[config.mk]
export PLATFORM = sky130hd
export DESIGN_NAME = lzma2_crc_packer
export DESIGN_NICKNAME = d
export VERILOG_FILES = /design/src/rtl/lzma2_crc_packer.sv
export SDC_FILE = /design/constraint.sdc
export NUM_CORES = 1
export LEC_CHECK = 0
export CORE_MARGIN = 8
export CORE_UTILIZATION = 35
export CTS_CLUSTER_SIZE = 28
export DETAILED_ROUTE_END_ITERATION = 10
export PLACE_DENSITY = 0.62
export SYNTH_ARGS = -nofsm -noshare
export SYNTH_HDL_FRONTEND = slang
export SYNTH_SLANG_ARGS = --single-unit
export TNS_END_PERCENT = 100
[constraint.sdc]
create_clock -name clk -period 8.16 [get_ports clk]
set_input_delay 2.04 -clock clk [delete_from_list [all_inputs] [get_ports clk]]
set_output_delay 2.04 -clock clk [all_outputs]
set_load 0.01 [all_outputs]
[src/rtl/lzma2_crc_packer.sv]
// Packs a 1..4 byte-per-word input stream into 32-byte chunks for the LZMA2 CRC stage,
// with one-chunk backpressure buffering, per-stream byte count and sticky format errors.
module lzma2_crc_packer #(
    parameter int MAX_BYTES = 32768
) (
    input  logic         clk,
    input  logic         rst,
    input  logic         clear,
    input  logic [31:0]  in_data,
    input  logic [2:0]   in_bytes,
    input  logic         in_valid,
    input  logic         in_last,
    output logic         in_ready,
    output logic [255:0] out_data,
    output logic         out_valid,
    output logic         out_last,
    output logic [4:0]   out_last_bytes,
    input  logic         out_ready,
    output logic [15:0]  stream_bytes,
    output logic         error,
    output logic [3:0]   error_code
);
    localparam int CHUNK_BYTES = 32;

    // Handshakes: a transfer happens on a rising edge where valid && ready are both high;
    // valid/data must hold until then, and ready never depends combinationally on valid.
    logic [255:0] r_acc;
    logic [5:0]   r_fill;
    logic         r_pending;
    logic         r_pend_last;
    logic [255:0] r_out_data;
    logic         r_out_valid;
    logic         r_out_last;
    logic [4:0]   r_out_last_bytes;
    logic [15:0]  r_stream_bytes;
    logic         r_first;
    logic         r_error;
    logic [3:0]   r_error_code;

    logic         w_accept;
    logic         w_drain;
    logic         w_out_free;
    logic         w_bad;
    logic         w_partial;
    logic         w_ovf;
    logic [15:0]  w_base;
    logic [16:0]  w_sum;
    logic [3:0]   w_err_code;
    logic         w_err_hit;
    logic         w_take;
    logic         w_complete;
    logic [31:0]  w_mask;
    logic [255:0] w_ins;
    logic [255:0] w_merged;
    logic [5:0]   w_new_fill;

    assign in_ready       = !r_pending;
    assign out_data       = r_out_data;
    assign out_valid      = r_out_valid;
    assign out_last       = r_out_last;
    assign out_last_bytes = r_out_last_bytes;
    assign stream_bytes   = r_stream_bytes;
    assign error          = r_error;
    assign error_code     = r_error_code;

    assign w_accept   = in_valid && !r_pending;
    assign w_drain    = r_out_valid && out_ready;
    assign w_out_free = !r_out_valid || out_ready;

    // The first word of a stream counts from zero, so the limit check uses the reloaded base.
    assign w_base    = r_first ? 16'd0 : r_stream_bytes;
    assign w_sum     = {1'b0, w_base} + {14'd0, in_bytes};
    assign w_bad     = (in_bytes == 3'd0) || (in_bytes > 3'd4);
    assign w_partial = (in_bytes < 3'd4) && !in_last;
    assign w_ovf     = w_sum > 17'(MAX_BYTES);

    always_comb begin
        w_err_code = 4'd0;
        if (w_bad)
            w_err_code = 4'd3;
        else if (w_partial)
            w_err_code = 4'd2;
        else if (w_ovf)
            w_err_code = 4'd1;
    end

    assign w_err_hit = w_accept && !r_error && (w_err_code != 4'd0);
    assign w_take    = w_accept && !r_error && (w_err_code == 4'd0);

    always_comb begin
        w_mask = 32'hFFFF_FFFF;
        case (in_bytes)
            3'd1:    w_mask = 32'h0000_00FF;
            3'd2:    w_mask = 32'h0000_FFFF;
            3'd3:    w_mask = 32'h00FF_FFFF;
            default: w_mask = 32'hFFFF_FFFF;
        endcase
    end

    // Bytes of acc above fill are always zero, so an OR merge leaves unused bytes zero.
    assign w_ins      = {224'd0, in_data & w_mask} << {r_fill, 3'b000};
    assign w_merged   = r_acc | w_ins;
    assign w_new_fill = r_fill + {3'b000, in_bytes};
    assign w_complete = w_take && ((w_new_fill == 6'(CHUNK_BYTES)) || in_last);

    always_ff @(posedge clk) begin
        if (rst || clear) begin
            r_acc            <= '0;
            r_fill           <= '0;
            r_pending        <= 1'b0;
            r_pend_last      <= 1'b0;
            r_out_data       <= '0;
            r_out_valid      <= 1'b0;
            r_out_last       <= 1'b0;
            r_out_last_bytes <= '0;
            r_stream_bytes   <= '0;
            r_first          <= 1'b1;
            r_error          <= 1'b0;
            r_error_code     <= '0;
        end else begin
            if (w_drain) begin
                r_out_valid      <= 1'b0;
                r_out_last       <= 1'b0;
                r_out_last_bytes <= '0;
            end
            if (r_pending && w_out_free) begin
                r_out_data       <= r_acc;
                r_out_valid      <= 1'b1;
                r_out_last       <= r_pend_last;
                r_out_last_bytes <= r_pend_last ? r_fill[4:0] : 5'd0;
                r_acc            <= '0;
                r_fill           <= '0;
                r_pending        <= 1'b0;
                r_pend_last      <= 1'b0;
            end else if (w_err_hit) begin
                r_error      <= 1'b1;
                r_error_code <= w_err_code;
                r_acc        <= '0;
                r_fill       <= '0;
            end else if (w_take) begin
                r_stream_bytes <= w_sum[15:0];
                r_first        <= in_last;
                if (w_complete && w_out_free) begin
                    r_out_data       <= w_merged;
                    r_out_valid      <= 1'b1;
                    r_out_last       <= in_last;
                    r_out_last_bytes <= in_last ? w_new_fill[4:0] : 5'd0;
                    r_acc            <= '0;
                    r_fill           <= '0;
                end else if (w_complete) begin
                    r_acc       <= w_merged;
                    r_fill      <= w_new_fill;
                    r_pending   <= 1'b1;
                    r_pend_last <= in_last;
                end else begin
                    r_acc  <= w_merged;
                    r_fill <= w_new_fill;
                end
            end
        end
    end
endmodule

* Yosys cells after proc, flatten, opt, wreduce, memory -nomap -nowiden *
Cells that the tools add are included.

storage, ports and cells
  bits in registers = 549
  bits of input ports = 41
  output and inout bits = 285
  logic and storage cells = 84

operators by class
  $add $sub $neg = 2
  $lt $le $gt $ge = 3
  equal/unequal tests = 5
  shift operators = 1
  multiplexer cells = 28
  bitwise operators = 5
  reductions and logical operators = 28

operator list
  kind                                                                                number
  256-bit two-way mux                                                                 5
  256-bit OR                                                                          1
  32-bit by 9-bit << shifter with 256-bit output                                      1
  32-bit case mux with 3 select lines                                                 1
  5-bit two-way mux                                                                   7
  32-bit bitwise AND                                                                  1
  16-bit by 3-bit adder with 17-bit output                                            1
  17-bit by 16-bit greater-than comparator with 1-bit output (second input constant)  1
  16-bit two-way mux                                                                  1
  1-bit two-way mux                                                                   11
  1-bit logical AND                                                                   9
  6-bit by 3-bit adder with 6-bit output                                              1
  3-bit by 2-bit equality test with 1-bit output (second input constant)              2
  6-bit equality test (second input constant)                                         1
  6-bit two-way mux                                                                   1
  3-bit AND reduction                                                                 2
  1-bit zero test                                                                     4
  4-bit zero test                                                                     1
  1-bit logical OR                                                                    4
  2-bit two-way mux                                                                   2
  4-bit AND reduction                                                                 1
  2-bit nonzero test                                                                  2
  4-bit nonzero test                                                                  1
  3-bit by 1-bit equality test with 1-bit output (second input constant)              1
  other kinds (8)                                                                     10

* Longest topological paths before layout *
Gate-level depths: netlist of the first run.

  word-level depth = 14
  depth in mapped cells = 18
  gate-level depth less buffers = 12

* Least setup slack after synthesis of the first run *
OpenSTA, ideal clock, no wires.

  path kind = input-to-reg
  start = input port in_bytes[0]
  end = register r_acc[0]
  library setup time = 0.066 ns
  data arrival time = 5.106 ns
  required time = 8.094 ns
  path slack = 2.988 ns
  cell stages on the path = 14
  buffers on the path = 3
  cell sequence = ha_1 -> fa_1 -> a21oi_1 -> nor2_2 -> and3_1 -> nor3b_1 -> nor4_2 -> a31oi_2 -> nor2_1 -> or4_1 -> buf_2 -> buf_6 -> buf_2 -> nor2_1

between the ends
  cells in the longest elaborated chain, start to end = 10
  elaborated cells on any way between the ends = 28
  those cells by class = add/sub (2); order compare (3); eq/ne (4); shift (1); mux (5); bitwise (2); reduce/logical (11)

ends and longest elaborated chain
  element                                                     line  RTL
  start, declared                                             10    input logic [2:0] in_bytes,
  16-bit by 3-bit adder with 17-bit output                    72    assign w_sum = {1'b0, w_base} + {14'd0, in_bytes};
  17-bit by 16-bit greater-than comparator with 1-bit output  75    assign w_ovf = w_sum > 17'(MAX_BYTES);
  1-bit two-way mux                                           83    else if (w_ovf)
  2-bit two-way mux                                           81    else if (w_partial)
  2-bit two-way mux                                           79    if (w_bad)
  4-bit zero test                                             88    assign w_take = w_accept && !r_error && (w_err_code == 4'd0);
  1-bit logical AND                                           88
  1-bit logical AND                                           104   assign w_complete = w_take && ((w_new_fill == 6'(CHUNK_BYTES)) || in_last);
  1-bit logical AND                                           143   if (w_complete && w_out_free) begin
  256-bit two-way mux                                         143
  end signal, assigned                                        151   r_acc <= w_merged;
  end signal, assigned                                        156   r_acc <= w_merged;
  end, declared                                               27    logic [255:0] r_acc;

Several ways; a longest one is shown, not always the timed one.
A chain may end at the register's enable or synchronous reset.

* Final worst setup path of the first run *
  start = input port in_bytes[0]
  end = register r_acc[23]

Same word-level chain as after synthesis.

==> metrics.md, run 1 <==
| Metric | Value |
|---|---|
| Post-route cell area | 27400 um^2 |
| DRT Pass-1 Iters | 6 |
| Distinct cell type count after synthesis | 61 |
| Port bufs | 323 |
| Setup TNS | 0 ns |
| Most used cell, CP | nor2_2 |
| Postcts setup bufs | 0 |
| Largest net degree at the start of global routing | 243 |
| Crit end category | flop |
| CTS Hold Bufs | 0 |
| Via count | 19900 |
| Leakage power | 8.81 nW |
| Filler cells | 5878 |
| Nets | 2853 |
| CTS max path bufs | 3 |
| Outcome | finished, violations left |
| Synth Warn # | 0 |
| Max Cap Viol | 0 |
| CP Max Fanout | 242 |
| Hold Path Class | reg2reg |
| Layout cells sized above 1 | 6.66% |
| Overall die height | 264 um |
| Mapped Cells | 2606 |
| Most frequent cells in the layout | nor2_1 (556), dfxtp_1 (546), a21oi_1 (514) |
| Routed wire per std cell | 21.1 um |
| Boundary Pins | 326 |
| Critical path type | in2reg |
| Setup ws final | 1.52 ns |
| Clock Sinks | 547 |
| Initial core utilization | 35.2% |
| Max-slew headroom | -3.96% |
| Final Cycle Share | 81.3% |
| Slew @ Worst Pin | 1.56 ns |
| Final setup viols | 0 |
| Top_reg_cell synth | dfxtp_1 |
| Synthesized area per cell | 8.29 um^2 |
| Root buf cell | clkbuf_16 |
| Placement Cell Area | 25300 um^2 |
| Final Non-Filler Cells | 3644 |
| Number of flops mapped to enable cells by yosys | 0 |
| Worst EP required | 8.67 ns |
| Die area | 70000 um^2 |
| CTS tree | built |
| CTS H-tree depth | 2 |
| Grt total ovfl | 0 |
| Inst Count DP | 3534 |
| Post-synthesis register bit count | 547 |
| Max-slew violation count | 72 |
| Register area share after synthesis | 50.7% |
| Mapped cell area | 21600 um^2 |
| Area growth from synthesis to layout | 26.7% |
| Top Family by Delay on Critical Path | simple AND/OR/NAND/NOR gates |
| First-pass GRT wire length | 116 mm |
| Detail Placement HPWL | 52.7 mm |
| Final hold vios | 0 |
| Initial antenna violation count | 3 |
| Maximum VDD drop | 0.147 mV |
| Post-cts sizing count | 0 |
| Unrepaired setup endpoints after global routing | false |
| Overall fraction of global-route tracks in use | 20.9% |
| Inserted Clock Buffers | 58 |
| Initial DRC count | 1802 |
| Violations in the final reports | slew limit |
| CP bufs+invs | 3 |
| Routed wire length | 76.9 mm |
| Final Critical Period | 6.64 ns |
| Drc violations | 0 |
| CP arrival | 7.15 ns |
| Gp weighted congestion | 0.916 |
| Clock Pin Slew Worst Setup and Hold Paths | 0.06 ns |
| Die Wd | 264 um |
| Critical-path cell list | clkdlybuf4s50_1 > ha_1 > fa_1 > a21oi_1 > nor2_2 > and3_1 > nor3b_1 > nor4_2 > a31oi_2 > nor2_2 > buf_4 > or4_4 > buf_12 > nor2_1 |
| Max Clock Skew | 0.0212 ns |
| Async set or reset register ratio after synthesis | 0% |
| Slowest cell delay on critical path | 0.60 ns |
| Vias per cell | 5.47 |
| Maximum clock rate | 151 MHz |
| Startpoint Class | primary input |
| Slowest-stage cell, CP | a31oi_2 |
| PD cells | 216 nW/um^2 |
| Worst skew pair latency | 0.62 ns |
| Row count | 91 |
| Via count of the first global-routing pass | 18900 |
| Core Area | 61400 um^2 |
| Remaining antenna violation count | 0 |
| DP Worst Slack | 1.38 ns |
| Commonest non-fill, non-tap cell in the layout | nor2_1 |
Yosys cell counts (4+ instances only):
cell type    n  area share [%]
o22ai_1     24            0.69
nand2_1    110             1.9
o211ai_1    10            0.35
a211oi_1   233             8.1
a211o_1      9            0.36
ha_1         6            0.35
nand4_1      4            0.12
o21ai_0     49             1.1
a22o_1       9            0.36
nand2b_1    11            0.32
nor4_1       5            0.14
nor2b_1     14            0.41
o21ai_1     17            0.39
dfxtp_1    547              51
clkbuf_1   162             2.8
o221a_2     24             1.3
buf_2       22            0.51
nand3b_1     7            0.24
nor3_1      30            0.69
a21oi_1    514              12
xor2_1       6            0.24
nor2_1     558             9.7
inv_1       31            0.54
o21a_1      26            0.90
or2_2        5            0.14
nand3_1     22            0.51
mux2_2       4            0.21
a32oi_1      9            0.36
o221ai_1     5            0.20
buf_6       10            0.52
and2_1       7            0.20
or3_1        5            0.14
xnor2_1      7            0.28
nor3b_1      5            0.17
a31oi_1     30            0.87
buf_1       30            0.52
logic make-up (layout without fill, tap and decap cells):
kind of cell,Yosys count,count (layout),synth area share [%]
AND/OR/NAND/NOR,795,795,15.3
multiplexers,7,7,0.347
buffers and inverters,257,503,4.97
XOR/XNOR,13,13,0.527
AO/OA/AOI/OAI,978,978,27.6
other,1,3,0.0174
flip-flops,547,547,50.7
adder cells (fa/ha/maj),8,8,0.533
sequential cells by signal, indices dropped and copies added, names as in the netlist, 2 cells and up:
| name | count |
|---|---|
| out_data | 256 |
| stream_bytes | 16 |
| r_fill | 6 |
| r_acc | 256 |
| out_last_bytes | 5 |
| error_code | 2 |
power breakdown:
group          internal, mW  switching [mW]
clock                  1.73            1.10
combinational         0.119           0.238
sequential             2.70          0.0187
total                  4.55            1.36
worst paths after layout:
| kind | startpoint | to | slack [ns] | cells after the start |
|---|---|---|---|---|
| worst min-delay path | r_acc[33] | r_acc[33] | 0.46 | 2 |
| worst min register to register | r_acc[33] | r_acc[33] | 0.46 | 2 |
| worst max register to register | r_first | r_acc[23] | 2.45 | 14 |
| worst max-delay path | in_bytes[0] | r_acc[23] | 1.52 | 14 |
layer usage:
layer  global-route usage, %  routed length, um  up-vias
met3                    4.27               5190      111
met4                    6.73               2280        0
met2                    34.5              35900      678
met5                       0                  0        -
li1                        -                  -     9655
met1                    27.1              33500     9500
through the flow:
| step | hold WS, ns | utilization, % | power, mW |
|---|---|---|---|
| finish | 0.464 | 44.6 | 5.91 |
| global route | 0.480 | 44.6 | 6.10 |
| global placement | 0.447 | 41.3 | 3.12 |
| floorplan | 0.438 | - | 2.97 |
| CTS | 0.467 | 44.6 | 5.96 |
| detailed placement | 0.454 | 41.3 | 3.13 |
cell type report:
| type | instances | area (um^2) | area share, % |
|---|---|---|---|
| Clock buffer | 85 | 1660 | 6.07 |
| Timing Repair Buffer | 363 | 3580 | 13.1 |
| Tap cell | 790 | 988 | 3.61 |
| Sequential cell | 547 | 11000 | 40.0 |
| Clock inverter | 24 | 409 | 1.49 |
| Antenna cell | 1 | 2.50 | 0.00914 |
| Inverter | 31 | 116 | 0.425 |
| Multi-Input combinational cell | 1803 | 9680 | 35.3 |
worst min-delay path: stages (launching register included):
cell	delay (ns)
dfxtp_1	0.32
a21oi_1	0.04
nor2_1	0.07
Power figures use the tool's default switching activity.
==> run 2, diff against run 1 <==
==> constraint.sdc (replaced) <==
create_clock -name clk -period 6.5 [get_ports clk]
set_input_delay 1.625 -clock clk [delete_from_list [all_inputs] [get_ports clk]]
set_output_delay 1.625 -clock clk [all_outputs]
set_load 0.01 [all_outputs]
==> run 2 against run 1 <==
Net effect:
- the run now ends clean
- largest power group unchanged
- design area rose by 0.74%
- sequential cell count unchanged
- sequential power is 26% higher
- combinational power grew 29%
- cell count grew 0.25%
- highest routed layer unchanged
- critical path type unchanged
- routed wire length increased by 1.1%
==> metrics.md, run 2 (synthesis results as in run 1) <==
| Metric | Value |
|---|---|
| CTS H-tree depth | 2 (unchanged) |
| Initial antenna violation count | 0 (-3) |
| Startpoint Class | primary input |
| Root buf cell | clkbuf_16 |
| CP arrival | 6.40 ns (-0.75 ns) |
| Final setup viols | 0 (unchanged) |
| PD cells | 273 nW/um^2 (+27%) |
| Gp weighted congestion | 0.903 (-1.5%) |
| Core Area | 61400 um^2 (unchanged) |
| First-pass GRT wire length | 117 mm (+0.77%) |
| Clock Sinks | 547 (unchanged) |
| Worst Hold End | r_acc[97] |
| Post-cts sizing count | 0 (unchanged) |
| Remaining antenna violation count | 0 (unchanged) |
| CP Max Fanout | 242 (unchanged) |
| Critical path type | in2reg |
| Maximum clock rate | 170 MHz |
| Crit end category | flop |
| Layout cells sized above 1 | 7.30% (+0.64 points) |
| Outcome | complete, no violations |
| Row count | 91 (unchanged) |
| Clock Pin Slew Worst Setup and Hold Paths | 0.06 ns (about the same) |
| Most frequent cells in the layout | nor2_1 (556), dfxtp_1 (546), a21oi_1 (514) |
| Flop-to-flop setup slack | 1.78 ns (-0.67 ns) |
| Routed wire per std cell | 21.3 um (+0.80%) |
| Grt total ovfl | 0 (unchanged) |
| CTS max path bufs | 3 (unchanged) |
| Drc violations | 0 (unchanged) |
| Postcts setup bufs | 0 (unchanged) |
| Max-slew violation count | 0 (-100%) |
| Largest net degree at the start of global routing | 243 (unchanged) |
| DRT Pass-1 Iters | 5 (-1) |
| Final Critical Period | 5.88 ns |
| Slowest cell delay on critical path | 0.57 ns (-0.03 ns) |
| Initial DRC count | 1705 (-5.4%) |
| Commonest non-fill, non-tap cell in the layout | nor2_1 |
| Worst r2r dst | r_acc[5] |
| Slowest-stage cell, CP | clkdlybuf4s50_1 |
| Nets | 2864 (+0.39%) |
| Leakage power | 8.94 nW (+1.5%) |
| Critical-path cell list | clkdlybuf4s50_1 > ha_1 > fa_1 > a21oi_1 > nor2_2 > and3_1 > nor3b_1 > nor4_2 > a31oi_2 > buf_4 > nor2_2 > or4_4 > buf_12 > nor2_1 |
| Boundary Pins | 326 (unchanged) |
| Detail Placement HPWL | 53.1 mm (+0.72%) |
| Worst skew pair latency | 0.63 ns (about the same) |
| Ant diodes | 0 (-1) |
| Die area | 70000 um^2 (unchanged) |
| Top Family by Delay on Critical Path | simple AND/OR/NAND/NOR gates |
| Hold Path Class | reg2reg |
| Inserted Clock Buffers | 60 (+3.4%) |
| Initial core utilization | 35.2% (unchanged) |
| Final Non-Filler Cells | 3653 (+0.25%) |
| Final core utilization | 45.0% (+0.33 points) |
| CTS tree | built |
| Overall die height | 264 um (unchanged) |
| Launch point of the worst reg-to-reg path | r_first |
| R2R depth | 14 (unchanged) |
| Port bufs | 323 (unchanged) |
| Setup TNS | 0 ns (unchanged) |
| Max Clock Skew | 0.0261 ns (+0.00485 ns) |
| Routed wire length | 77.7 mm (+1.1%) |
| Maximum VDD drop | 0.199 mV (+36%) |
| Hold path cells | 2 (unchanged) |
| Max Cap Viol | 0 (unchanged) |
| Worst EP required | 7.02 ns (-1.65 ns) |
| Final Cycle Share | 90.4% |
| Area growth from synthesis to layout | 27.7% |
| CTS Hold Bufs | 0 (unchanged) |
| Max-slew headroom | 0.190% (+4.1 points) |
| Via count | 19900 (-0.20%) |
| Most used cell, CP | nor2_2 |
| Final hold vios | 0 (unchanged) |
| Vias per cell | 5.45 (-0.45%) |
| CP bufs+invs | 3 (unchanged) |
| Die Wd | 264 um (unchanged) |
| Unrepaired setup endpoints after global routing | false |
| Hold Crit Start | r_acc[97] |
| Overall fraction of global-route tracks in use | 21.1% (+0.24 points) |
| Slew @ Worst Pin | 1.50 ns (-0.0622 ns) |
| Inst Count DP | 3543 (+0.25%) |
| Via count of the first global-routing pass | 18900 (+0.14%) |
-- run 2: cell types whose count changed in the layout (fill, tap and decap cells not counted), sizes merged --
cell | before | now
clkinv | 6 | 10
inv | 34 | 32
clkinvlp | 5 | 3
buf | 40 | 49
clkbuf | 85 | 88
diode | 1 | 0
bufinv | 10 | 8
-- run 2: layout make-up --
| class | instances | area [um^2] |
|---|---|---|
| Clock buffer | 88 | 1830 |
| Timing Repair Buffer | 372 | 3680 |
| Inverter | 31 | 116 |
| Tap cell | 790 | 988 |
| Multi-Input combinational cell | 1803 | 9680 |
| Sequential cell | 547 | 11000 |
| Fill cell | 5888 | 33800 |
| Clock inverter | 22 | 358 |
-- run 2: per-layer routing --
layer | vias to the layer above | GRT usage, % | part of all wire [%]
met1 | 9515 | 27.1 | 44
met5 | - | 0 | 0
li1 | 9643 | - | -
met4 | 0 | 8.82 | 4.1
met3 | 126 | 4.62 | 6.3
met2 | 620 | 34.2 | 46
-- run 2: worst min-delay path, delay by kind of cell, from the launching register on --
kind | cells | cell delay, ns
and+or+nand+nor | 1 | 0.07
AOI/OAI and AO/OA | 1 | 0.04
DFF | 1 | 0.32
-- run 2: stage by stage --
stage / instance area (um^2) / hold slack [ns] / worst slack [ns] / total power [mW]
2_1_floorplan: 21600 / 0.438 / 1.74 / 3.73
6_report: 27600 / 0.466 / 0.622 / 7.54
3_3_place_gp: 25400 / 0.446 / 0.583 / 3.93
5_1_grt: 27600 / 0.475 / 0.677 / 7.78
3_5_place_dp: 25400 / 0.453 / 0.384 / 3.94
4_1_cts: 27600 / 0.468 / 1.00 / 7.60
-- run 2: worst max-delay path by stage --
stage               slack, ns  cells past startpoint         from    endpoint
finish                   0.62                     14  in_bytes[0]    r_acc[5]
global placement         0.58                     14  in_bytes[0]   r_acc[97]
floorplan                1.74                     14  in_bytes[0]    r_acc[0]
CTS                      1.00                     13  in_bytes[0]  r_acc[216]
global route             0.68                     13  in_bytes[0]   r_acc[63]
detailed placement       0.38                     13  in_bytes[0]   r_acc[25]
-- run 2: report_power, final --
group	total, mW	internal [mW]	switching [mW]
Combinational	0.460	0.155	0.305
Sequential	3.41	3.38	0.0221
Clock	3.67	2.26	1.41
==> run 3, diff against run 2 <==
==> constraint.sdc (replaced) <==
create_clock -name clk -period 6.5 [get_ports clk]
set_input_delay 1.95 -clock clk [delete_from_list [all_inputs] [get_ports clk]]
set_output_delay 1.95 -clock clk [all_outputs]
set_load 0.01 [all_outputs]
==> run 3 against run 2 <==
Net effect:
- total power decreased by 1.0%
- die area did not move
- worst hold slack lost 0.00063 ns
- fmax rose by 4.1%
- cell count is essentially flat
- combinational power barely moved
- sequential cell count unchanged
- critical endpoint is now r_acc[36]
- largest cell class unchanged
==> metrics.md, run 3 (synthesis results as in run 1) <==
| Metric | Value |
|---|---|
| Max-slew headroom | 10.0% (+9.8 points) |
| Top Family by Delay on Critical Path | buffers and inverters |
| Initial core utilization | 35.2% (unchanged) |
| Routed wire length | 77.4 mm (-0.31%) |
| Row count | 91 (unchanged) |
| Startpoint Class | primary input |
| Maximum VDD drop | 0.181 mV (-9.2%) |
| Core Area | 61400 um^2 (unchanged) |
| Unrepaired setup endpoints after global routing | false |
| First-pass GRT wire length | 117 mm (-0.24%) |
| CP Max Fanout | 242 (unchanged) |
| Final hold vios | 0 (unchanged) |
| Worst EP required | 6.95 ns (-0.07 ns) |
| Int Pwr | 5.76 mW (-0.68%) |
| Most frequent cells in the layout | nor2_1 (556), dfxtp_1 (546), a21oi_1 (514) |
| Max Cap Viol | 0 (unchanged) |
| WP depth | 13 (-1) |
| Max-slew violation count | 0 (unchanged) |
| Grt total ovfl | 0 (unchanged) |
| Largest net degree at the start of global routing | 243 (unchanged) |
| Maximum clock rate | 177 MHz (+4.1%) |
| CTS Hold Bufs | 0 (unchanged) |
| Final setup viols | 0 (unchanged) |
| P_sw | 1.70 mW (-2.2%) |
| Via count of the first global-routing pass | 18800 (-0.49%) |
| Critical path type | in2reg |
| Setup TNS | 0 ns (unchanged) |
| Area growth from synthesis to layout | 27.7% (about the same) |
| Power share of the clock group | 48.2% (-0.5 points) |
| Filler cells | 5902 (+0.24%) |
| CP arrival | 6.10 ns (-0.30 ns) |
| Die Wd | 264 um (unchanged) |
| Slew @ Worst Pin | 1.34 ns (-0.158 ns) |
| Gp weighted congestion | 0.890 (-1.4%) |
| Nets | 2865 (+0.035%) |
| CTS H-tree depth | 2 (unchanged) |
| Port bufs | 323 (unchanged) |
| Via count | 20100 (+1.1%) |
| Crit end category | flop |
| Max Clock Skew | 0.0227 ns (-0.00335 ns) |
| Drc violations | 0 (unchanged) |
| Hold Path Class | reg2reg |
| Routed wire per std cell | 21.2 um (-0.33%) |
| Ant diodes | 0 (unchanged) |
| Vias per cell | 5.50 (+1.0%) |
| Detail Placement HPWL | 53.1 mm (about the same) |
| R2R depth | 14 (unchanged) |
| Boundary Pins | 326 (unchanged) |
| Clock Pin Slew Worst Setup and Hold Paths | 0.06 ns (about the same) |
| Hold path cells | 2 (unchanged) |
| Final core utilization | 45.0% (about the same) |
| PD cells | 270 nW/um^2 (-1.0%) |
| Slowest-stage cell, CP | buf_12 |
| Commonest non-fill, non-tap cell in the layout | nor2_1 |
| DRT Pass-1 Iters | 5 (unchanged) |
| Overall fraction of global-route tracks in use | 21.0% (-0.15 points) |
| Final Cycle Share | 86.9% (-3.5 points) |
| Critical-path cell list | clkdlybuf4s50_1 > buf_4 > ha_1 > a21o_1 > a21oi_1 > mux2i_1 > a31o_2 > nand3_1 > or2_2 > nor2_2 > or4_4 > buf_12 > nor2_1 |
| Worst skew pair latency | 0.62 ns (about the same) |
| DP Worst Slack | 0.350 ns (-0.0347 ns) |
| Outcome | complete, no violations |
| Remaining antenna violation count | 0 (unchanged) |
| Leakage power | 8.93 nW (about the same) |
| Slowest cell delay on critical path | 0.66 ns (+0.09 ns) |
| CP bufs+invs | 3 (unchanged) |
| Setup ws final | 0.852 ns (+0.230 ns) |
| Initial antenna violation count | 0 (unchanged) |
| Root buf cell | clkbuf_16 |
| Inserted Clock Buffers | 57 (-5.0%) |
| CTS tree | built |
| Sw Share | 22.8% (-0.26 points) |
| Final Critical Period | 5.65 ns (-0.230 ns) |
| Reg power frac | 45.7% (+0.5 points) |
| Layout cells sized above 1 | 7.26% (-0.037 points) |
| Clock Sinks | 547 (unchanged) |
| Overall die height | 264 um (unchanged) |
| Die area | 70000 um^2 (unchanged) |
| Initial DRC count | 1665 (-2.3%) |
| Gate power share | 6.2% (about the same) |
| Post-cts sizing count | 0 (unchanged) |
| CTS max path bufs | 3 (unchanged) |
| Postcts setup bufs | 0 (unchanged) |
run 3: cell types whose count changed in the layout (fill, tap and decap cells not counted), sizes merged:
cell	change
buf	+4
clkinv	-3
clkbuf	-2
bufinv	+1
inv	+1
run 3: layer usage:
metal | wire length [um] | up-vias | GRT usage [%]
met1 | 34000 | 9666 | 27.5
met3 | 5010 | 125 | 4.22
li1 | - | 9660 | -
met2 | 35800 | 664 | 34.2
met4 | 2560 | 0 | 7.24
met5 | 0 | - | 0
run 3: worst paths after layout:
| check | startpoint | end | slack [ns] |
|---|---|---|---|
| hold reg to reg | r_acc[247] | r_acc[247] | 0.46 |
| setup / recovery | in_bytes[1] | r_acc[36] | 0.85 |
| hold / removal | r_acc[247] | r_acc[247] | 0.46 |
| setup reg to reg | r_first | r_acc[36] | 2.17 |
run 3: through the flow:
| step | power, mW | hold WS [ns] | instances | instance area [um^2] |
|---|---|---|---|---|
| 6_report | 7.46 | 0.465 | 3654 | 27600 |
| 5_1_grt | 7.71 | 0.477 | 3654 | 27600 |
| 3_3_place_gp | 3.93 | 0.446 | 3547 | 25500 |
| 3_5_place_dp | 3.94 | 0.453 | 3547 | 25500 |
| 2_1_floorplan | 3.73 | 0.438 | 2607 | 21600 |
| 4_1_cts | 7.52 | 0.468 | 3654 | 27600 |
run 3: cell type report:
cell class	instances	area (um^2)	share of cell area [%]
clock inverter	21	353	1.28
tap	790	988	3.58
multi-input combinational	1803	9670	35.0
sequential	547	11000	39.7
clock buffer	86	1760	6.37
inverter	31	116	0.422
timing repair buffer	376	3760	13.6
run 3: power groups by stage:
stage	Clock, mW	Sequential (mW)	Combinational, mW
after detailed placement	0	3.48	0.456
after CTS	3.66	3.41	0.458
final	3.59	3.41	0.461
after floorplan	0	3.49	0.245
after global routing	3.80	3.41	0.496
after global placement	0	3.48	0.452
run 3: tightest hold or removal path, cell delays in order (launching register included):
cell     delay (ns)
dfxtp_1        0.32
a21oi_1        0.04
nor2_1         0.07
